===== config.mk =====
export PLATFORM = sky130hd
export DESIGN_NAME = mem_bus_arbiter
export DESIGN_NICKNAME = d
export VERILOG_FILES = /design/src/rtl/mem_bus_arbiter.sv
export SDC_FILE = /design/constraint.sdc
export NUM_CORES = 1
export LEC_CHECK = 0
export BUFFER_PORTS_ARGS = -buffer_cell sky130_fd_sc_hd__buf_4
export CORE_ASPECT_RATIO = 1.1
export CORE_MARGIN = 3
export CORE_UTILIZATION = 46
export DETAILED_ROUTE_END_ITERATION = 8
export PLACE_DENSITY = 0.8
export SYNTH_ARGS = -nofsm -noshare
export SYNTH_HDL_FRONTEND = slang
export SYNTH_SLANG_ARGS = --single-unit
export TNS_END_PERCENT = 10

===== constraint.sdc =====
create_clock -name clk -period 1.75 [get_ports clk]
set_input_delay 0 -clock clk [delete_from_list [all_inputs] [get_ports clk]]
set_output_delay 0 -clock clk [all_outputs]
set_load 0.02 [all_outputs]

===== src/rtl/mem_bus_arbiter.sv =====
// rtl/mem_bus_arbiter.sv - two-requester memory port arbiter with read/write strobe sequencing
// Optional ARB_CPU_PRIORITY_EN: requester 0 wins every conflict instead of round-robin.
module mem_bus_arbiter #(
  parameter int ADDR_W = 16,
  parameter int DATA_W = 8
) (
  input  logic              clk,
  input  logic              rst_n,
  input  logic              req0,
  input  logic              req1,
  input  logic              we0,
  input  logic              we1,
  input  logic [ADDR_W-1:0] addr0,
  input  logic [ADDR_W-1:0] addr1,
  input  logic [DATA_W-1:0] wdata0,
  input  logic [DATA_W-1:0] wdata1,
  output logic              ack0,
  output logic              ack1,
  output logic [DATA_W-1:0] rdata0,
  output logic [DATA_W-1:0] rdata1,
  output logic [1:0]        gnt,
  output logic              mem_ce,
  output logic              mem_r,
  output logic              mem_oe,
  output logic              mem_w,
  output logic [ADDR_W-1:0] mem_addr,
  output logic [DATA_W-1:0] mem_wdata,
  input  logic [DATA_W-1:0] mem_rdata
);

  typedef enum logic [2:0] {IDLE, RD_ADDR, RD_DATA, WR, ACK} state_t;

  state_t            state;
  logic              owner;
  logic              pick;
  logic              sel_we;
  logic [ADDR_W-1:0] sel_addr;
  logic [DATA_W-1:0] sel_wdata;

`ifdef ARB_CPU_PRIORITY_EN
  assign pick = ~req0;
`else
  // Pointer holds the last winner; the other requester wins the next conflict.
  logic last;

  always_ff @(posedge clk) begin
    if (!rst_n) begin
      last <= 1'b1;
    end else if (state == IDLE && (req0 || req1)) begin
      last <= pick;
    end
  end

  assign pick = (req0 && req1) ? ~last : req1;
`endif

  assign sel_we    = pick ? we1 : we0;
  assign sel_addr  = pick ? addr1 : addr0;
  assign sel_wdata = pick ? wdata1 : wdata0;

  always_ff @(posedge clk) begin
    if (!rst_n) begin
      state     <= IDLE;
      owner     <= 1'b0;
      gnt       <= 2'b00;
      ack0      <= 1'b0;
      ack1      <= 1'b0;
      rdata0    <= '0;
      rdata1    <= '0;
      mem_ce    <= 1'b0;
      mem_r     <= 1'b0;
      mem_oe    <= 1'b0;
      mem_w     <= 1'b0;
      mem_addr  <= '0;
      mem_wdata <= '0;
    end else begin
      case (state)
        IDLE: begin
          if (req0 || req1) begin
            owner    <= pick;
            gnt      <= pick ? 2'b10 : 2'b01;
            mem_ce   <= 1'b1;
            mem_addr <= sel_addr;
            if (sel_we) begin
              mem_w     <= 1'b1;
              mem_wdata <= sel_wdata;
              state     <= WR;
            end else begin
              mem_r <= 1'b1;
              state <= RD_ADDR;
            end
          end
        end
        RD_ADDR: begin
          mem_r  <= 1'b0;
          mem_oe <= 1'b1;
          state  <= RD_DATA;
        end
        RD_DATA: begin
          mem_ce <= 1'b0;
          mem_oe <= 1'b0;
          if (owner) begin
            rdata1 <= mem_rdata;
            ack1   <= 1'b1;
          end else begin
            rdata0 <= mem_rdata;
            ack0   <= 1'b1;
          end
          state <= ACK;
        end
        WR: begin
          mem_ce <= 1'b0;
          mem_w  <= 1'b0;
          if (owner) ack1 <= 1'b1;
          else       ack0 <= 1'b1;
          state <= ACK;
        end
        ACK: begin
          ack0  <= 1'b0;
          ack1  <= 1'b0;
          gnt   <= 2'b00;
          state <= IDLE;
        end
        default: state <= IDLE;
      endcase
    end
  end

endmodule


==> flow_summary.toml <==
[grt]
gr-usage-met1_pct = 22.88
grt_pass1_wl_um = 8921
grt_use_met2_pct = 32.38
top_usage_layer = "met2"
grt_max_degree = 34
grt_use_total_pct = 19.20
grt_use_met3_pct = 4.912
grt_remaining_overflow = 0
grt_pass1_vias = 2005
grt_antenna_before_repair = 0

[power_and_ir_drop]
power_switching_w = 0.0009177
p_leak_nw = 1.492
p_int_w = 0.002099
pwr-share-comb_pct = 30.8
switching_share_pct = 30.42
power_frac_clock_pct = 22.1
p_total_w = 0.003017
p_seq_share_pct = 47.1
peakVddDrop_mv = 0.6213
powerDensity_nw_per_um2 = 905.8

[finish]
multi_input_area_um2 = 1072
layout_commonest_cell = "buf_4"
fill_cells = 359
n_antenna_cell = 0
area_growth_pct = 46.10
final_cell_mix = "119 x buf_4, 53 x dfxtp_1, 30 x nor2_1, 25 x mux2i_1, 23 x nand2_1"
regArea_um2 = 1061
drive_above_1_share_pct = 41.55
layoutNonFillerInstCount = 405
fin_nets = 411

[clock_tree]
cts.htree.levels = 2
cts_tree = "built"
cts-buffers-inserted = 5
clock-sinks = 53
post-cts-setup-buffers = 0
clk_pin_slew_worst_paths_ps = 80
clkLatencyLatePin_ps = 290
postCtsHoldBufs = 9
clock_tree.root_cell = "clkbuf_8"
cts_buffer_depth = 2
post_cts_resized = 0

[flow_run]
drv_cap = 0

[synthesis]
synth_area_um2 = 2280
synth_fp_nets = 293
ys_seq_area_share_pct = 46.54
ys_types = 31
synthFlopType = "dfxtp_1"
synth-seq-cells = 53
synth_edf_count = 0
syn_avg_cell_area_um2 = 9.869
yosys_warnings = 0
synthCells = 231
synthArstFlopShare_pct = 0

[critical_path]
cp.arrival_ps = 1640
r2r_start = "state[0]$_SDFFE_PN0P_"
start_kind = "register"
cp-startpoint = "state[0]$_SDFFE_PN0P_"
end_kind = "register"
critPathKind = "register to register"
worstPathRequired_ps = 1970
path_max_fanout = 33

[die]
die_w_um = 73.12
die_area_um2 = 5838
fp.coreArea_um2 = 4717
io_pins = 110
chipHeight_um = 79.84
rows = 26
start_util_pct = 48.33

[detailed_routing]
ant_nets = 0
routed_wl_um = 5470
wl_per_cell_um = 13.51
drtIter0Drc = 72
via_per_inst = 5.074
firstDrtPassIters = 4
route.detailed.drc = 0
vias = 2055

[placement]
globalplace.congestion = 0.7680
dp.cells = 389
port_buffers = 109
place_ws_ps = 325.5
dp_hpwl_um = 4193

[outcome]
run_status = "completed"

[timing]
fin_ws_ps = 324.2
rsz0062_at_grt = "false"
max_freq_mhz = 701.4
report.final.slew_viol_count = 0
relSlewSlack_pct = 73.63
fin_setup_tns_ps = 0
fin_skew_ps = 2.411
final-setup-viol-count = 0
worst_slew_pin_slew_ps = 384.5
finalHoldViolations = 0
fin_crit_sh_pct = 81.48
fin_crit_ps = 1426

[hold_path]
hp-class = "input pin to register"
min-delay-start = "addr0[1]"
==> state kept, by name (all words and copies together), names as in the netlist <==
signal	flops
mem_addr	16
mem_wdata	8
rdata0	8
rdata1	8
state	3
gnt	2
ack0	1
ack1	1
last	1
mem_ce	1
mem_oe	1
mem_r	1
mem_w	1
owner	1
==> stage by stage <==
step           hold slack, ps  instance area [µm²]  util, %
2_1_floorplan           136.0                 2280        -
3_3_place_gp            245.8                 3154    66.87
3_5_place_dp            250.7                 3154    66.87
4_1_cts                 35.35                 3331    70.61
5_1_grt                 46.43                 3331    70.61
6_report                48.65                 3331    70.61
==> area by class of cell <==
| class | count | share of cell area [%] |
|---|---|---|
| Inverter | 10 | 1.127 |
| Clock buffer | 7 | 2.592 |
| Multi-Input combinational cell | 150 | 32.19 |
| Tap cell | 56 | 2.104 |
| Sequential cell | 53 | 31.86 |
| Timing Repair Buffer | 129 | 30.13 |
==> kinds of logic (layout without fill, tap and decap cells) <==
logic type             after synthesis  count (layout)  synth area share [%]
AO/OA/AOI/OAI                       55              55                 21.13
buffers and inverters               28             146                 6.531
flip-flops                          53              53                 46.54
multiplexers                        25              25                 10.98
AND/OR/NAND/NOR                     70              70                 14.82
==> synthesized netlist by cell type, types with 4 or more instances <==
| library cell | instances | area, µm² |
|---|---|---|
| a211oi_1 | 4 | 30.03 |
| o221a_1 | 9 | 101.4 |
| dfxtp_1 | 53 | 1061 |
| a21oi_1 | 13 | 65.06 |
| nand2_1 | 23 | 86.33 |
| nor2_1 | 30 | 112.6 |
| mux2i_1 | 25 | 250.2 |
| nor3b_1 | 8 | 60.06 |
| buf_2 | 5 | 25.02 |
| a211oi_2 | 13 | 162.7 |
| a31oi_1 | 8 | 50.05 |
| clkbuf_1 | 6 | 22.52 |
| buf_4 | 4 | 30.03 |
| inv_1 | 10 | 37.54 |
==> final timing paths <==
path	to	cells past startpoint	slack, ps
max	mem_addr[8]$_SDFFE_PN0P_	5	320
min	mem_addr[1]$_SDFFE_PN0P_	3	50
max reg2reg	mem_addr[8]$_SDFFE_PN0P_	5	320
min reg2reg	rdata0[1]$_SDFFE_PN0P_	2	460
==> power groups by stage <==
stage | Sequential (W) | Combinational, W | Clock [W]
2_1_floorplan | 0.00158 | 0.000421 | 0
3_3_place_gp | 0.00144 | 0.000909 | 0
3_5_place_dp | 0.00145 | 0.000924 | 0
4_1_cts | 0.00142 | 0.000941 | 0.000699
5_1_grt | 0.00144 | 0.00101 | 0.000745
6_report | 0.00142 | 0.000930 | 0.000666
==> layer usage <==
metal	wire length, µm	share of wire (%)
met2	2768	51
met5	0	0
met1	2199	40
met3	424	7.8
met4	78	1.4
==> worst max-delay path: stages (launching register included) <==
cell,delay (ps)
dfxtp_1,430
nor3_4,240
nor2b_2,210
buf_12,210
nor2_1,70
a211oi_2,190
(Power assumes the default switching activity.)
